===== config.mk =====
export PLATFORM = sky130hd
export DESIGN_NAME = mem_arbiter
export DESIGN_NICKNAME = d
export VERILOG_FILES = /design/src/rtl/mem_arb_pkg.sv /design/src/rtl/mem_arbiter_arb_pick.sv /design/src/rtl/mem_arbiter.sv
export SDC_FILE = /design/constraint.sdc
export NUM_CORES = 1
export LEC_CHECK = 0
export BUFFER_PORTS_ARGS = -buffer_cell sky130_fd_sc_hd__buf_2
export CORE_MARGIN = 2
export CORE_UTILIZATION = 46
export DETAILED_ROUTE_END_ITERATION = 8
export HOLD_SLACK_MARGIN = 0.12
export PLACE_DENSITY = 0.91
export SETUP_SLACK_MARGIN = 0.5
export SYNTH_ARGS = -nofsm -noshare
export SYNTH_HDL_FRONTEND = slang
export SYNTH_HIERARCHICAL = 1
export SYNTH_SLANG_ARGS = --single-unit

===== constraint.sdc =====
create_clock -name clk -period 1.9 [get_ports clk]
set_input_delay 0.475 -clock clk [delete_from_list [all_inputs] [get_ports clk]]
set_output_delay 0.475 -clock clk [all_outputs]
set_load 0.005 [all_outputs]

===== src/rtl/mem_arb_pkg.sv =====
// rtl/mem_arb_pkg.sv - shared types and defaults for the memory arbiter
package mem_arb_pkg;

    typedef enum logic [1:0] {
        IDLE  = 2'd0,
        ISSUE = 2'd1,
        WAIT  = 2'd2
    } state_e;

    typedef enum logic {
        OWN_I = 1'b0,
        OWN_D = 1'b1
    } owner_e;

    localparam int STARVE_MAX_DEFAULT = 4;

endpackage


===== src/rtl/mem_arbiter_arb_pick.sv =====
// rtl/mem_arbiter_arb_pick.sv - grant decision between fetch and data requesters
// Data side wins ties unless the starvation guard is asserted.
module arb_pick (
    input  logic i_req,
    input  logic d_req,
    input  logic starve_hit,
    output logic pick_i,
    output logic pick_d
);

    assign pick_i = i_req & (~d_req | starve_hit);
    assign pick_d = d_req & ~pick_i;

endmodule


===== src/rtl/mem_arbiter.sv =====
// rtl/mem_arbiter.sv - two-requester single-outstanding memory port arbiter
// Optional fetch starvation guard enabled by MEM_ARB_STARVE_EN.
module mem_arbiter
    import mem_arb_pkg::*;
#(
    parameter int STARVE_MAX = STARVE_MAX_DEFAULT
) (
    input  logic        clk,
    input  logic        rst_n,
    input  logic        iReq,
    input  logic [31:0] iAddr,
    output logic        iGnt,
    output logic        iRvalid,
    output logic [31:0] iRdata,
    input  logic        dReq,
    input  logic        dWen,
    input  logic [31:0] dAddr,
    input  logic [31:0] dWdata,
    output logic        dGnt,
    output logic        dRvalid,
    output logic [31:0] dRdata,
    output logic        memReq,
    output logic        memWen,
    output logic [31:0] memAddr,
    output logic [31:0] memWdata,
    input  logic        memReady,
    input  logic        memRvalid,
    input  logic [31:0] memRdata
);

    state_e      state_q, state_d;
    owner_e      owner_q, owner_d;
    logic        wen_q, wen_d;
    logic [31:0] addr_q, addr_d;
    logic [31:0] wdata_q, wdata_d;
    logic        mem_req_q, mem_req_d;
    logic        i_rvalid_q, i_rvalid_d;
    logic        d_rvalid_q, d_rvalid_d;
    logic [31:0] i_rdata_q, i_rdata_d;
    logic [31:0] d_rdata_q, d_rdata_d;
    logic        pick_i, pick_d, starve_hit;

    arb_pick u_pick (
        .i_req      (iReq),
        .d_req      (dReq),
        .starve_hit (starve_hit),
        .pick_i     (pick_i),
        .pick_d     (pick_d)
    );

`ifdef MEM_ARB_STARVE_EN
    localparam int CNT_W = (STARVE_MAX < 1) ? 1 : $clog2(STARVE_MAX + 1);

    logic [CNT_W-1:0] starve_cnt_q, starve_cnt_d;

    always_comb begin
        starve_cnt_d = starve_cnt_q;
        if (!iReq || iGnt) begin
            starve_cnt_d = '0;
        end else if (dGnt) begin
            starve_cnt_d = starve_cnt_q + 1'b1;
        end
    end

    always_ff @(posedge clk or negedge rst_n) begin
        if (!rst_n) begin
            starve_cnt_q <= '0;
        end else begin
            starve_cnt_q <= starve_cnt_d;
        end
    end

    assign starve_hit = (starve_cnt_q == CNT_W'(STARVE_MAX));
`else
    assign starve_hit = 1'b0;
`endif

    always_ff @(posedge clk or negedge rst_n) begin
        if (!rst_n) begin
            state_q <= IDLE;
        end else begin
            state_q <= state_d;
        end
    end

    always_comb begin
        state_d = state_q;
        unique case (state_q)
            IDLE:    if (iReq || dReq) state_d = ISSUE;
            ISSUE:   if (memReady) state_d = wen_q ? IDLE : WAIT;
            WAIT:    if (memRvalid) state_d = IDLE;
            default: state_d = IDLE;
        endcase
    end

    // Grants are the only combinational outputs; everything else is staged into _d.
    always_comb begin
        iGnt       = 1'b0;
        dGnt       = 1'b0;
        owner_d    = owner_q;
        wen_d      = wen_q;
        addr_d     = addr_q;
        wdata_d    = wdata_q;
        i_rvalid_d = 1'b0;
        d_rvalid_d = 1'b0;
        i_rdata_d  = i_rdata_q;
        d_rdata_d  = d_rdata_q;
        mem_req_d  = (state_d == ISSUE);

        if (state_q == IDLE && rst_n) begin
            iGnt = pick_i;
            dGnt = pick_d;
            if (pick_i) begin
                owner_d = OWN_I;
                wen_d   = 1'b0;
                addr_d  = iAddr;
                wdata_d = '0;
            end else if (pick_d) begin
                owner_d = OWN_D;
                wen_d   = dWen;
                addr_d  = dAddr;
                wdata_d = dWdata;
            end
        end

        if (state_q == ISSUE && memReady && wen_q) begin
            d_rvalid_d = 1'b1;
            d_rdata_d  = '0;
        end

        if (state_q == WAIT && memRvalid) begin
            if (owner_q == OWN_I) begin
                i_rvalid_d = 1'b1;
                i_rdata_d  = memRdata;
            end else begin
                d_rvalid_d = 1'b1;
                d_rdata_d  = memRdata;
            end
        end
    end

    always_ff @(posedge clk or negedge rst_n) begin
        if (!rst_n) begin
            owner_q    <= OWN_I;
            wen_q      <= 1'b0;
            addr_q     <= '0;
            wdata_q    <= '0;
            mem_req_q  <= 1'b0;
            i_rvalid_q <= 1'b0;
            d_rvalid_q <= 1'b0;
            i_rdata_q  <= '0;
            d_rdata_q  <= '0;
        end else begin
            owner_q    <= owner_d;
            wen_q      <= wen_d;
            addr_q     <= addr_d;
            wdata_q    <= wdata_d;
            mem_req_q  <= mem_req_d;
            i_rvalid_q <= i_rvalid_d;
            d_rvalid_q <= d_rvalid_d;
            i_rdata_q  <= i_rdata_d;
            d_rdata_q  <= d_rdata_d;
        end
    end

    assign memReq   = mem_req_q;
    assign memWen   = wen_q;
    assign memAddr  = addr_q;
    assign memWdata = wdata_q;
    assign iRvalid  = i_rvalid_q;
    assign iRdata   = i_rdata_q;
    assign dRvalid  = d_rvalid_q;
    assign dRdata   = d_rdata_q;

endmodule


==> results.md, run 1 <==
- Cell Rows: 39
- CTS buffer count: 17
- Crit path max fanout: 5
- Startpoint types: flop
- Area of placed instances: 7230 um^2
- DR iter-0 viols: 433
- Multi-input combinational cell area: 2230 um^2
- Final period util: 1.03
- Outcome: complete, but fails checks
- Die X: 113 um
- Hpwl dp: 10,400 um
- Synth cell types: 27
- Register area share after synthesis: 0.620
- Fin Setup TNS: -85.7 ps
- Worst IR Drop VDD: 1250 uV
- Layout cells sized above 1: 0.740
- Starting Density: 0.475
- FILL cells: 519
- Overall routing resource usage: 0.285
- Clock Pin Slew Worst Setup and Hold Paths: 60 ps
- Synth top area share: 0.620
- Total Power: 15,700 uW
- Clock Path Buffers: 2
- Worst hold margin: 142 ps
- HP Class: primary input to asynchronous set/reset pin
- Failing checks: negative setup slack
- Final Setup Violations: 2
- Synth top area cells: dfrtp_1 (62%), mux2_2 (16%), a22o_1 (10%)
- Layout Nets: 917
- Setup CP Type: flop to primary output
- Post-Synthesis Cell Area: 5450 um^2
- Vias per inst: 5.31
- Final Non-Filler Cells: 938
- P&R area growth vs syn: 76.9%
- Worst slew margin: 0.491
- GRT overflow: 0
- Setup ws final: -48.2 ps
- Achievable Freq: 0.513 GHz
- Vias in the first global route: 5,193
- LEAKAGE: 0.00532 uW
- Max Cap Viol: 0
- Initial antenna violation count: 0
- Via count: 4,981
- Clock Sinks: 135
- Skew-Pair Late Insertion Delay: 420 ps
- CORE AREA: 11,500 um^2
- Final Skew: 10.8 ps
- Synth Warn #: 6
- Post-route minimum period: 1950 ps
- Worst Path Required: 1420 ps
- Avg Synthesized Cell Area: 15.8 um^2
- CTS tree: built
- Pwr/cell area: 1630 nW/um^2
- Antenna-violating nets left: 0
- Final instance area: 9640 um^2
- Slew Limit Fails: 0
- Register area: 3380 um^2
- Drt total wl: 20,400 um
- Mapped Cells: 345
- CTS hold repair buffers: 0
- Worst slew pin tran: 764 ps
- Largest net degree at the start of global routing: 136
- Vert. Die Dim: 113 um
- Largest area contributor in the netlist: dfrtp_1
- Routability cong.: 0.822
- DR WL/cell: 21.8 um
- #FFs+latches synth: 135
- Antenna diodes: 0
- Die Area: 12,700 um^2
- H-Tree Depth: 4
- Top Ports: 269
- Drt pass-1 iters: 4
- RSZ-0062 raised after global routing: true
- DRC: 0
- Placed cell count: 745
- Worst path arrival time: 1470 ps
- Final Hold Fails: 0
- Setup crit end kind: primary output
- First-pass GRT wire length: 27,500 um
- Port Buffers: 268
- CTS root buf: clkbuf_16
-- worst paths after layout --
path | cells past startpoint | slack, ps | startpoint | endpoint
hold / removal | 2 | 140 | rst_n | memAddr[8]
min in group clk | 2 | 260 | dWdata[28] | memWdata[28]
setup reg to reg | 8 | 50 | state_q[0] | memWdata[6]
hold reg to reg | 1 | 500 | dRdata[15] | dRdata[15]
max in group asynchronous | 2 | 1160 | rst_n | memWdata[16]
setup / recovery | 3 | -50 | state_q[0] | dGnt
-- cells in the final DEF, fill, tap and decap left out, types with 3 or more instances in the layout --
cell type	count
dfrtp_1	133
buf_12	15
mux2_4	91
buf_8	4
clkbuf_16	18
a22o_1	65
buf_6	14
buf_4	132
mux2_2	5
bufinv_16	4
clkbuf_8	3
buf_2	265
buf_16	12
clkinvlp_4	4
-- through the flow --
stage	setup slack [ps]	utilization
floorplan	275	-
global placement	56.4	0.630
detailed placement	19.3	0.630
CTS	-61.6	0.791
global route	-112	0.840
finish	-48.2	0.840
-- cell usage after synthesis --
master    number
dfrtp_1      135
mux2_2        79
a22o_1        65
mux2_4        17
buf_2         10
buf_4          9
buf_6          4
clkbuf_1       3
inv_1          3
a211oi_1       2
and2_1         2
a21boi_0       1
a21boi_1       1
a21oi_1        1
a31o_2         1
a31oi_4        1
and3b_1        1
and4b_1        1
conb_1         1
nand2_1        1
nor2_1         1
nor2b_1        1
nor3_1         1
nor3_4         1
nor3b_1        1
nor3b_4        1
o21ai_2        1
-- where the power goes --
group          total, uW  leakage, uW  internal (uW)  switching, uW
clock network       3580     0.000302           2300           1280
logic               7130      0.00331           4620           2500
registers           5050      0.00171           4200            844
total              15700      0.00532          11100           4620
-- area by class of cell --
cell class / count / area share
sequential: 135 / 0.351
inverter: 3 / 0.00117
clock inverter: 11 / 0.0175
clock buffer: 21 / 0.0488
timing repair buffer: 443 / 0.331
multi-input combinational: 182 / 0.232
tap: 143 / 0.0186
-- what timing repair did --
| action | in CTS | in global routing |
|---|---|---|
| pin swaps | 34 | 7 |
| gates cloned | 12 | 1 |
| setup buffers | 86 | 62 |
| endpoints found under the setup margin | 261 | 266 |
| gates resized for setup | 62 | 10 |
-- worst max-delay path: stages (launching register included) --
cell and delay [ps]:
dfrtp_1 410, nor3b_4 330, and2_1 190, buf_2 140
-- logic make-up (layout without fill, tap and decap cells) --
family                 Yosys count  in the layout  share of synthesized area
AND/OR/NAND/NOR                 11             11                     0.0170
AO/OA/AOI/OAI                   73             73                      0.118
buffers and inverters           29            478                     0.0340
flip-flops                     135            135                      0.620
other                            1              2                   0.000688
multiplexers                    96             96                      0.210
-- flip-flops by register name, indices dropped and copies added, names as in the netlist --
signal and flops:
iRvalid 1, dRdata 32, memReq 1, state_q 2, memWen 1, iRdata 32
memAddr 32, dRvalid 1, owner_q 1, memWdata 32
-- routing by layer --
layer,GRT usage,part of all wire
met1,0.321,0.36
met2,0.511,0.54
met3,0.0750,0.070
met4,0.121,0.031
met5,0,0
Power figures use the tool's default switching activity.
==> run 2: changes to the inputs <==
--- a/config.mk
+++ b/config.mk
@@ -10,2 +10,3 @@
 export CORE_UTILIZATION = 46
+export CTS_CLUSTER_SIZE = 20
 export DETAILED_ROUTE_END_ITERATION = 8
==> constraint.sdc (replaced) <==
create_clock -name clk -period 1.9 [get_ports clk]
set_input_delay 0 -clock clk [delete_from_list [all_inputs] [get_ports clk]]
set_output_delay 0 -clock clk [all_outputs]
set_load 0.005 [all_outputs]
==> results.md, run 2 (synthesized netlist as in run 1, its figures left out) <==
- Cell Rows: 39
- Slew Limit Fails: 0
- Worst hold margin: 326 ps
- Final Hold Fails: 0
- HP Class: primary input to flop
- DR WL/cell: 25.6 um
- Clock Pin Slew Worst Setup and Hold Paths: 70 ps
- Critical R2R Launch: state_q[1]
- H-Tree Depth: 4
- Final Setup Violations: 0
- Initial antenna violation count: 3
- Worst slew margin: 0.401
- Top Ports: 269
- FF-to-FF End: memWdata[26]
- CORE AREA: 11,500 um^2
- Outcome: complete, no violations
- CTS root buf: clkbuf_16
- Fin util: 0.838
- GRT overflow: 0
- Skew-Pair Late Insertion Delay: 420 ps
- RSZ-0062 raised after global routing: true
- Clock Sinks: 135
- Vias in the first global route: 5,841
- CTS tree: built
- First-pass GRT wire length: 33,100 um
- Layout cells sized above 1: 0.565
- DR iter-0 viols: 567
- CP Capture Point: memWdata[26]
- Via count: 5,384
- FF-to-FF setup slack: 180 ps
- Pwr/cell area: 1450 nW/um^2
- Starting Density: 0.475
- Final Skew: 13.0 ps
- Achievable Freq: 0.582 GHz
- Worst IR Drop VDD: 1350 uV
- Commonest non-fill, non-tap cell in the layout: buf_2
- Worst Path Required: 2250 ps
- Drt total wl: 24,100 um
- Worst slew pin tran: 890 ps
- Worst path arrival time: 2070 ps
- Drt pass-1 iters: 5
- DRC: 0
- Worst reg-to-reg path cell count: 5
- LEAKAGE: 0.00495 uW
- Max Cap Viol: 0
- Fin Setup TNS: 0 ps
- Setup ws final: 181 ps
- Crit path max fanout: 23
- Commonest non-fill, non-tap cells in the layout: buf_2 (266), dlygate4sd3_1 (135), dfrtp_1 (134)
- Port Buffers: 268
- Routability cong.: 0.874
- Hpwl dp: 10,300 um
- FILL cells: 505
- Layout Nets: 918
- Startpoint types: flop
- Overall routing resource usage: 0.349
- Setup CP Type: flop to flop
- Worst setup startpoint: state_q[1]
- P&R area growth vs syn: 76.4%
- Vias per inst: 5.72
- Die X: 113 um
- Vert. Die Dim: 113 um
- Largest net degree at the start of global routing: 70
- Final period util: 0.905
- CTS buffer count: 17
- Total Power: 14,000 uW
- Clock Path Buffers: 2
- Post-route minimum period: 1720 ps
- Setup crit end kind: flop
- DP Worst Slack: 173 ps
- Die Area: 12,700 um^2
- Antenna-violating nets left: 0
run 2: cell type report:
| type | instances | area, um^2 | area share |
|---|---|---|---|
| sequential | 135 | 3380 | 0.352 |
| clock buffer | 19 | 453 | 0.0471 |
| multi-input combinational | 182 | 2040 | 0.212 |
| timing repair buffer | 444 | 3360 | 0.350 |
| antenna | 3 | 7.51 | 0.000781 |
| inverter | 3 | 11.3 | 0.00117 |
| tap | 143 | 179 | 0.0186 |
| clock inverter | 12 | 176 | 0.0184 |
run 2: how the worst min path moves through the flow:
| stage | start | slack (ps) | cells past startpoint | to |
|---|---|---|---|---|
| floorplan | rst_n | -300 | 0 | dRdata[0] |
| global placement | dWdata[5] | 220 | 2 | memWdata[5] |
| detailed placement | dWdata[3] | 220 | 2 | memWdata[3] |
| CTS | dReq | 150 | 4 | owner_q |
| global route | dReq | 310 | 4 | owner_q |
| finish | dWdata[21] | 330 | 3 | memWdata[21] |
run 2: what timing repair did:
item / in CTS / in global routing
cloned: 5 / 7
endpoints found under the hold margin: 268 / 0
pin swaps: 2 / 3
resized for setup: 23 / 10
endpoints found under the setup margin: 132 / 132
buffers inserted: 14 / 5
hold buffers: 135 / 0
run 2: critical path, stage by stage, from the launching register on:
cell	delay, ps
dfrtp_2	450
nor3b_4	350
buf_4	180
and3b_2	280
buf_12	180
a22o_1	200
run 2: routing by layer:
| metal | track usage | wire length, um | vias to the layer above |
|---|---|---|---|
| met1 | 0.388 | 8350 | 2671 |
| met4 | 0.212 | 1520 | 0 |
| li1 | - | - | 2169 |
| met3 | 0.101 | 2150 | 121 |
| met2 | 0.592 | 12100 | 423 |
| met5 | 0 | 0 | - |
run 2: stage by stage:
step	instances	cell area (um^2)
detailed placement	741	7050
global route	941	9610
CTS	926	9350
global placement	741	7050
finish	941	9610
floorplan	346	5570
run 2: power by group:
group          internal, uW  total, uW  switching [uW]
clock                  2260       3570            1310
combinational          3010       5150            2140
sequential             4200       5230            1030
total                  9470      14000            4480
